<file path="config.mk">
export PLATFORM = sky130hd
export DESIGN_NAME = queue_rr_arbiter_flat
export DESIGN_NICKNAME = d
export VERILOG_FILES = /design/src/rtl/queue_rr_arbiter_if.sv /design/src/rtl/queue_rr_arbiter.sv /design/src/flat_wrapper.sv
export SDC_FILE = /design/constraint.sdc
export NUM_CORES = 1
export LEC_CHECK = 0
export ABC_AREA = 1
export CAP_MARGIN = 20
export CORE_MARGIN = 2
export CORE_UTILIZATION = 36
export CTS_BUF_LIST = sky130_fd_sc_hd__clkbuf_8
export CTS_CLUSTER_SIZE = 8
export DETAILED_ROUTE_END_ITERATION = 12
export PLACE_DENSITY = 0.82
export SYNTH_ARGS = -nofsm -noshare
export SYNTH_HDL_FRONTEND = slang
export SYNTH_SLANG_ARGS = --single-unit
</file>
<file path="constraint.sdc">
create_clock -name clk -period 1.6 [get_ports clk]
set_clock_uncertainty 0.2 [all_clocks]
set_input_delay 0.32 -clock clk [delete_from_list [all_inputs] [get_ports clk]]
set_output_delay 0.32 -clock clk [all_outputs]
set_load 0.02 [all_outputs]
</file>
<file path="src/rtl/queue_rr_arbiter_if.sv">
// Stream bundle for queue_rr_arbiter: N_SRC request streams in, one tagged burst stream out.
// The master modport is the arbiter's view; slave is the surrounding fabric.
interface queue_rr_arbiter_if #(
    parameter int unsigned N_SRC      = 4,
    parameter int unsigned DATA_WIDTH = 16
);
    localparam int unsigned SRC_W = (N_SRC > 1) ? $clog2(N_SRC) : 1;

    logic [N_SRC*DATA_WIDTH-1:0] idat;
    logic [N_SRC-1:0]            ivld;
    logic [N_SRC-1:0]            irdy;
    logic [DATA_WIDTH-1:0]       odat;
    logic [SRC_W-1:0]            osrc;
    logic                        olst;
    logic                        ovld;
    logic                        ordy;

    modport master (
        input  idat, ivld, ordy,
        output irdy, odat, osrc, olst, ovld
    );

    modport slave (
        output idat, ivld, ordy,
        input  irdy, odat, osrc, olst, ovld
    );
endinterface

</file>
<file path="src/rtl/queue_rr_arbiter.sv">
// Burst-granular round-robin arbiter: holds a grant for BURST_LEN beats, tags each beat
// with its source index and flags the final beat. Single registered output stage.
module queue_rr_arbiter #(
    parameter int unsigned N_SRC      = 4,
    parameter int unsigned DATA_WIDTH = 16,
    parameter int unsigned BURST_LEN  = 8
) (
    input  logic               clk,
    input  logic               rst,
    queue_rr_arbiter_if.master bus
);
    localparam int unsigned SRC_W = (N_SRC > 1) ? $clog2(N_SRC) : 1;
    localparam int unsigned CNT_W = (BURST_LEN > 1) ? $clog2(BURST_LEN) : 1;
    localparam int          N_INT = int'(N_SRC);
    localparam logic [CNT_W-1:0] CNT_LAST = CNT_W'(BURST_LEN - 1);
    localparam logic [SRC_W-1:0] SRC_LAST = SRC_W'(N_SRC - 1);

    typedef enum logic {StIdle, StBusy} state_e;

    state_e                state_q;
    logic [SRC_W-1:0]      gnt_q;
    logic [SRC_W-1:0]      ptr_q;
    logic [CNT_W-1:0]      cnt_q;
    logic [DATA_WIDTH-1:0] odat_q;
    logic [SRC_W-1:0]      osrc_q;
    logic                  olst_q;
    logic                  ovld_q;

    logic                  bload;
    logic                  sel_vld;
    logic [DATA_WIDTH-1:0] sel_dat;
    logic                  accept;
    logic [N_SRC-1:0]      irdy;
    logic                  arb_any;
    logic [SRC_W-1:0]      arb_win;

    assign bload  = !ovld_q || bus.ordy;
    assign accept = (state_q == StBusy) && bload && sel_vld;

    always_comb begin
        sel_vld = 1'b0;
        sel_dat = '0;
        irdy    = '0;
        for (int i = 0; i < N_INT; i++) begin
            if (gnt_q == SRC_W'(i)) begin
                sel_vld = bus.ivld[i];
                sel_dat = bus.idat[i*DATA_WIDTH +: DATA_WIDTH];
                irdy[i] = (state_q == StBusy) && bload;
            end
        end
    end

    // Scan starts just after the last winner, so the winner drops to lowest priority.
    always_comb begin
        arb_any = 1'b0;
        arb_win = '0;
        for (int k = 1; k <= N_INT; k++) begin
            for (int i = 0; i < N_INT; i++) begin
                if (!arb_any && bus.ivld[i] && (i == (int'(ptr_q) + k) % N_INT)) begin
                    arb_any = 1'b1;
                    arb_win = SRC_W'(i);
                end
            end
        end
    end

    always_ff @(posedge clk) begin
        if (rst) begin
            state_q <= StIdle;
            gnt_q   <= '0;
            ptr_q   <= SRC_LAST;
            cnt_q   <= '0;
            odat_q  <= '0;
            osrc_q  <= '0;
            olst_q  <= 1'b0;
            ovld_q  <= 1'b0;
        end else begin
            // The output register drains on its own, also while the FSM arbitrates.
            if (bload) begin
                if (accept) begin
                    odat_q <= sel_dat;
                    osrc_q <= gnt_q;
                    olst_q <= (cnt_q == CNT_LAST);
                    ovld_q <= 1'b1;
                end else begin
                    ovld_q <= 1'b0;
                end
            end
            unique case (state_q)
                StIdle: begin
                    if (arb_any) begin
                        gnt_q   <= arb_win;
                        ptr_q   <= arb_win;
                        cnt_q   <= '0;
                        state_q <= StBusy;
                    end
                end
                StBusy: begin
                    if (accept) begin
                        if (cnt_q == CNT_LAST) begin
                            cnt_q   <= '0;
                            state_q <= StIdle;
                        end else begin
                            cnt_q <= cnt_q + CNT_W'(1);
                        end
                    end
                end
                default: state_q <= StIdle;
            endcase
        end
    end

    assign bus.irdy = irdy;
    assign bus.odat = odat_q;
    assign bus.osrc = osrc_q;
    assign bus.olst = olst_q;
    assign bus.ovld = ovld_q;
endmodule

</file>
<file path="src/flat_wrapper.sv">
// flat-port wrapper written by rule: the top's interface ports become plain ports
module queue_rr_arbiter_flat 
#(
    parameter int unsigned N_SRC      = 4,
    parameter int unsigned DATA_WIDTH = 16,
    parameter int unsigned BURST_LEN  = 8
)
  (clk, rst, bus_idat, bus_ivld, bus_ordy, bus_irdy, bus_odat, bus_osrc, bus_olst, bus_ovld);
  queue_rr_arbiter_if #(.N_SRC(N_SRC), .DATA_WIDTH(DATA_WIDTH)) bus_i ();
  input  logic clk;
  input  logic rst;
  input wire logic [$bits(bus_i.idat)-1:0] bus_idat;
  input wire logic [$bits(bus_i.ivld)-1:0] bus_ivld;
  input wire logic [$bits(bus_i.ordy)-1:0] bus_ordy;
  output wire logic [$bits(bus_i.irdy)-1:0] bus_irdy;
  output wire logic [$bits(bus_i.odat)-1:0] bus_odat;
  output wire logic [$bits(bus_i.osrc)-1:0] bus_osrc;
  output wire logic [$bits(bus_i.olst)-1:0] bus_olst;
  output wire logic [$bits(bus_i.ovld)-1:0] bus_ovld;
  assign bus_i.idat = bus_idat;
  assign bus_i.ivld = bus_ivld;
  assign bus_i.ordy = bus_ordy;
  assign bus_irdy = bus_i.irdy;
  assign bus_odat = bus_i.odat;
  assign bus_osrc = bus_i.osrc;
  assign bus_olst = bus_i.olst;
  assign bus_ovld = bus_i.ovld;
  queue_rr_arbiter #(.N_SRC(N_SRC), .DATA_WIDTH(DATA_WIDTH), .BURST_LEN(BURST_LEN)) u_core (.clk(clk), .rst(rst), .bus(bus_i));
endmodule
</file>
* Yosys cells after proc, flatten, opt, wreduce, memory -nomap -nowiden *
Index checks and enable logic that the tools add are counted.

cells by class
  add/sub/neg operators = 5
  multiply operators = 0
  div/mod/pow operators = 0
  order comparisons = 0
  eq/ne operators = 18
  shift-type cells = 0
  muxes and demuxes = 52
  bitwise gates (word level) = 5
  reductions and logical operators = 62

operators with widths
  operator               count
  $logic_not A32 Y1      4
  $mux W16               4
  $logic_and A1 B1 Y1    33
  $mux W1                29
  $mux W2                14
  $eq A3 B3 Y1 const A   8
  $logic_not A1 Y1       16
  $eq A2 B3 Y1 const A   4
  $mux W3                3
  $reduce_or A2 Y1       4
  $pmux W3 S2            1
  $reduce_and A2 Y1      3
  $add A2 B1 Y2 const B  2
  $add A2 B2 Y2 const B  2
  $and A1 B1 Y1 const A  4
  $eq A2 B2 Y1 const B   2
  $add A3 B1 Y3 const B  1
  $eq A3 B3 Y1 const B   1
  $eq A2 B1 Y1 const B   1
  $logic_not A2 Y1       1
  $ne A2 B1 Y1 const B   1
  $ne A2 B2 Y1 const B   1
  $pmux W1 S2            1
  $logic_or A1 B1 Y1     1
  $not A1 Y1             1

word-level totals
  register bits = 28
  latch bits = 0
  bits in writable memories = 0
  ROM bits = 0
  word-level logic and storage cells = 150
  memories = 0

* Logic depth before layout (Yosys ltp) *
  depth in word-level cells = 68
  depth in mapped cells = 15
  gate-level depth less buffers = 14

* Worst setup path after synthesis *
Ideal clock, no wire load.

  path type = register -> register
  from = register u_core.ovld_q, in the netlist u_core.bus.ovld
  to = register u_core.odat_q[11], in the netlist u_core.bus.odat[11]
  library setup time = 0.129 ns
  arrival = 1.685 ns
  data required time = 1.271 ns
  path slack = -0.414 ns
  cell stages (with the launch flop) = 11
  cell sequence = dfxtp_1 -> inv_1 -> nor2_1 -> nor2_1 -> inv_1 -> nor2_1 -> nand2_1 -> nand2_1 -> clkbuf_1 -> buf_2 -> a31oi_1

on the way
  word-level cells in the longest chain between the ends = 5

ends and longest elaborated chain
  element                            RTL line                text
  from (decl)                        queue_rr_arbiter.sv:27  logic ovld_q;
  from (signal assigned)             queue_rr_arbiter.sv:76  ovld_q <= 1'b0;
  from (signal assigned)             queue_rr_arbiter.sv:84  ovld_q <= 1'b1;
  from (signal assigned)             queue_rr_arbiter.sv:86  ovld_q <= 1'b0;
  $logic_not A1 Y1 *                 queue_rr_arbiter.sv:37  assign bload = !ovld_q || bus.ordy;
  $logic_or A1 B1 Y1 *               queue_rr_arbiter.sv:37
  $logic_and A1 B1 Y1 (2 in series)  queue_rr_arbiter.sv:38  assign accept = (state_q == StBusy) && bload && sel_vld;
  $reduce_and A2 Y1 (no line) *      --
  to (signal assigned)               queue_rr_arbiter.sv:81  odat_q <= sel_dat;
  to (decl)                          queue_rr_arbiter.sv:24  logic [DATA_WIDTH-1:0] odat_q;

Every way passes the cells marked *; elsewhere a longest branch is shown, timed or not.
A chain may end at the register's enable or synchronous reset.

* Worst setup path in the final report *
  from = register u_core.ptr_q[1]
  to = register u_core.ptr_q[0]

on the way
  word-level cells in the longest chain between the ends = 67

ends and longest elaborated chain
  element                            RTL line                text
  from (decl)                        queue_rr_arbiter.sv:22  logic [SRC_W-1:0] ptr_q;
  from (signal assigned)             queue_rr_arbiter.sv:93  ptr_q <= arb_win;
  $add A2 B1 Y2                      queue_rr_arbiter.sv:59  if (!arb_any && bus.ivld[i] && (i == (int'(ptr_q) + k) % N_INT)) begin
  $reduce_or A2 Y1 (no line)         --
  $and A1 B1 Y1 (no line)            --
  $logic_not A32 Y1                  queue_rr_arbiter.sv:59
  $logic_and A1 B1 Y1                queue_rr_arbiter.sv:59
  $mux W1                            queue_rr_arbiter.sv:59
  $logic_not A1 Y1                   queue_rr_arbiter.sv:59
  $logic_and A1 B1 Y1 (2 in series)  queue_rr_arbiter.sv:59
  [48 not listed]                    --
  $mux W1                            queue_rr_arbiter.sv:59
  $logic_not A1 Y1                   queue_rr_arbiter.sv:59
  $logic_and A1 B1 Y1 (2 in series)  queue_rr_arbiter.sv:59
  $mux W1                            queue_rr_arbiter.sv:59
  $logic_not A1 Y1                   queue_rr_arbiter.sv:59
  $logic_and A1 B1 Y1 (2 in series)  queue_rr_arbiter.sv:59
  $mux W1                            queue_rr_arbiter.sv:59
  $reduce_and A2 Y1 (no line)        --

Parallel ways exist; a longest one is shown, timed or not.

==> run metrics <==
Die W 73.8 um; Area growth, synth to finish 93.5%; layout cells sized above 1 0.283; WL per Instance 14.1 um; violated checks setup timing; root buf cell clkbuf_8; DR vias/cell 4.97; fin. max-slew vios 0; multi-input combinational cell area 0.00116 mm2; largest net degree at the start of global routing 19; Hold Path Sink u_core.cnt_q[0]$_SDFFE_PP0P_; Synth Area in Simple Gates 0.336; crit path DAT 1.95 ns; slowest stage delay, CP 0.42 ns; cts-stage hold buffer count 0; Post-Synth XOR/XNOR Area 0; port buffer count 94; DRT Pass-1 Iters 4; total power 3370 uW; Synth Area in Compound Gates 0.222; CTS tree yes; Net Count, Synth 331; Power Density 993 mW/mm2; Seq/Total Area, Yosys 0.319; Max Freq 504 MHz; fin nets 463; Final Hold Viols 0; CTS Buf Count 3; critical path required time 1.57 ns; Rows 25; initial antenna violation count 0; IR drop worst, VDD 0.000424 V; first-pass GRT wire length 10,000 um; Setup CP Type reg2reg; final setup fails 32; CP max-delay cell dfxtp_4; worst reg2reg startpoint u_core.ptr_q[1]$_SDFFE_PP1P_; Final min period 1.98 ns; reg2reg setup slack -0.38 ns; Initial Util 0.372; crit path cell chain inv_2, nand3_2, nand2_4, nor2_8, nand4_4, nor2_2, nand4_2, nor2_2, nand4_2, nand2_4, inv_2, nand2_2, nand3_2; Slew @ Worst Pin 0.304 ns; Finished Cell Area 0.00340 mm2; RSZ-0062 raised after global routing true; DP Area 0.00310 mm2; Worst Setup End Kind flip-flop; Max-Slew Margin vs Limit 0.795; Boundary Pins 95; GR Overflow Total 0; run status finished, violations left; FILL cells 353; Leak Pwr 0.00154 uW; Bufs on Longest Clock Path 2; R2R Path End u_core.ptr_q[0]$_SDFFE_PP1P_; Crit Path Max Fanout 7; Via Count 2,267; Netlist cell types 27; worst hold path type reg2reg; post-route antenna net violation count 0; H-tree level count 1; Mean Syn Cell Area 6.80 um2; Syn Std Cell Area 0.00176 mm2; final WL 6410 um; gr usage total 0.231; hold path depth 1; max-cap viol count 0; vias in the first global route 2,177; Mapped Cells 258; Die H 73.8 um; initial drt markers 164; Setup TNS -5.99 ns; Ys Warns 0; hpwl dp 4600 um; reg2reg path depth 13; Worst Setup Slack, final -0.384 ns; gp weighted congestion 0.776; largest family of logic cells by synthesized area simple AND/OR/NAND/NOR gates; Seq cells post-synth 28; mux contribution to synthesized area 0; FF+latch area 576 um2; DRC viols 0; Worst-path clk slew 0.10 ns; CTS sink count 28; crit path launch type flip-flop; Clk Latency, worst-skew pair 0.28 ns; die area 0.00545 mm2; core footprint 0.00472 mm2; period utilization 1.24; Worst Hold Launch u_core.cnt_q[0]$_SDFFE_PP0P_; ANT cells 0; Post-Synth Adder-Cell Area 0.0143; final core occ 0.719
-- critical path, delay by kind of cell (launching register included) --
family                 cells  cell delay, ns
buffers and inverters      2            0.10
DFF                        1            0.42
and+or+nand+nor           11            1.14
-- per-stage QoR --
step | setup slack [ns] | hold slack (ns) | cells
CTS | -0.339 | 0.266 | 453
floorplan | -0.200 | 0.189 | 258
global route | -0.480 | 0.286 | 456
global placement | -0.818 | 0.252 | 442
detailed placement | -0.819 | 0.253 | 442
finish | -0.384 | 0.267 | 456
-- cells by family (layout without fill, tap and decap cells) --
logic type                 count (synthesis)  in the layout
AOI/OAI and AO/OA                         63             63
adders and majority gates                  2              2
buffers and inverters                     46            176
DFF                                       28             28
and+or+nand+nor                          119            120
-- layout by cell type (no fill, tap or decap), types with 8 or more instances in the layout --
master / count
a31oi_1: 8
dlygate4sd2_1: 25
a221oi_1: 16
clkdlybuf4s50_1: 65
a21oi_1: 11
buf_4: 36
o21ai_1: 9
nor2_1: 23
nand2_1: 48
dfxtp_1: 22
nand3_1: 14
inv_1: 24
-- synth_stat cells (all sizes together) --
library cell | n | area share
a31oi | 8 | 0.029
nor2 | 33 | 0.087
a21oi | 16 | 0.046
o2111ai | 1 | 0.0050
inv | 32 | 0.068
nand3 | 19 | 0.064
ha | 2 | 0.014
nand2 | 56 | 0.13
nand4 | 5 | 0.033
a221oi | 16 | 0.080
o21ai | 22 | 0.063
clkbuf | 10 | 0.021
buf | 4 | 0.019
dfxtp | 28 | 0.32
nor3 | 5 | 0.017
and3 | 1 | 0.0036
-- how the worst max path moves through the flow --
stage	start	end	slack [ns]	cells after the start
floorplan	u_core.ptr_q[1]$_SDFFE_PP1P_	u_core.ptr_q[0]$_SDFFE_PP1P_	-0.20	13
global placement	bus_ordy	bus_irdy[2]	-0.82	6
detailed placement	bus_ordy	bus_irdy[2]	-0.82	6
CTS	u_core.ptr_q[1]$_SDFFE_PP1P_	u_core.gnt_q[1]$_SDFFE_PP0P_	-0.34	13
global route	u_core.ptr_q[0]$_SDFFE_PP1P_	u_core.gnt_q[0]$_SDFFE_PP0P_	-0.48	12
finish	u_core.ptr_q[1]$_SDFFE_PP1P_	u_core.ptr_q[0]$_SDFFE_PP1P_	-0.38	13
-- metal layers --
layer	global-route usage	vias to the layer above	wire (um)
li1	-	1140	-
met4	0.0566	0	59
met5	0	-	0
met3	0.0370	8	311
met1	0.288	1047	2600
met2	0.411	72	3440
-- report_power, final --
part           switching, uW  internal [uW]  total (uW)  leakage, uW
clock network            231            221         452    0.0000288
logic                   1020            971        1990      0.00128
registers                104            832         936     0.000232
-- repair_timing --
action                                  CTS  global route
gates resized for setup                  86            16
endpoints found under the hold margin     0             0
setup buffers                             3             3
endpoints found under the setup margin   52            32
gates cloned                              4             0
pin swaps                                 9             3
-- cell type report --
type	instances	area share
clock buffer	4	0.0162
inverter	32	0.0383
multi-input combinational	185	0.342
sequential	28	0.169
tap	67	0.0247
timing repair buffer	140	0.410
-- sequential cells by signal, summed over array words and instances, names as in the netlist --
signal	cells
u_core.bus.odat	16
u_core.bus.olst	1
u_core.bus.osrc	2
u_core.bus.ovld	1
u_core.cnt_q	3
u_core.gnt_q	2
u_core.ptr_q	2
u_core.state_q	1
Power figures use the tool's default switching activity.
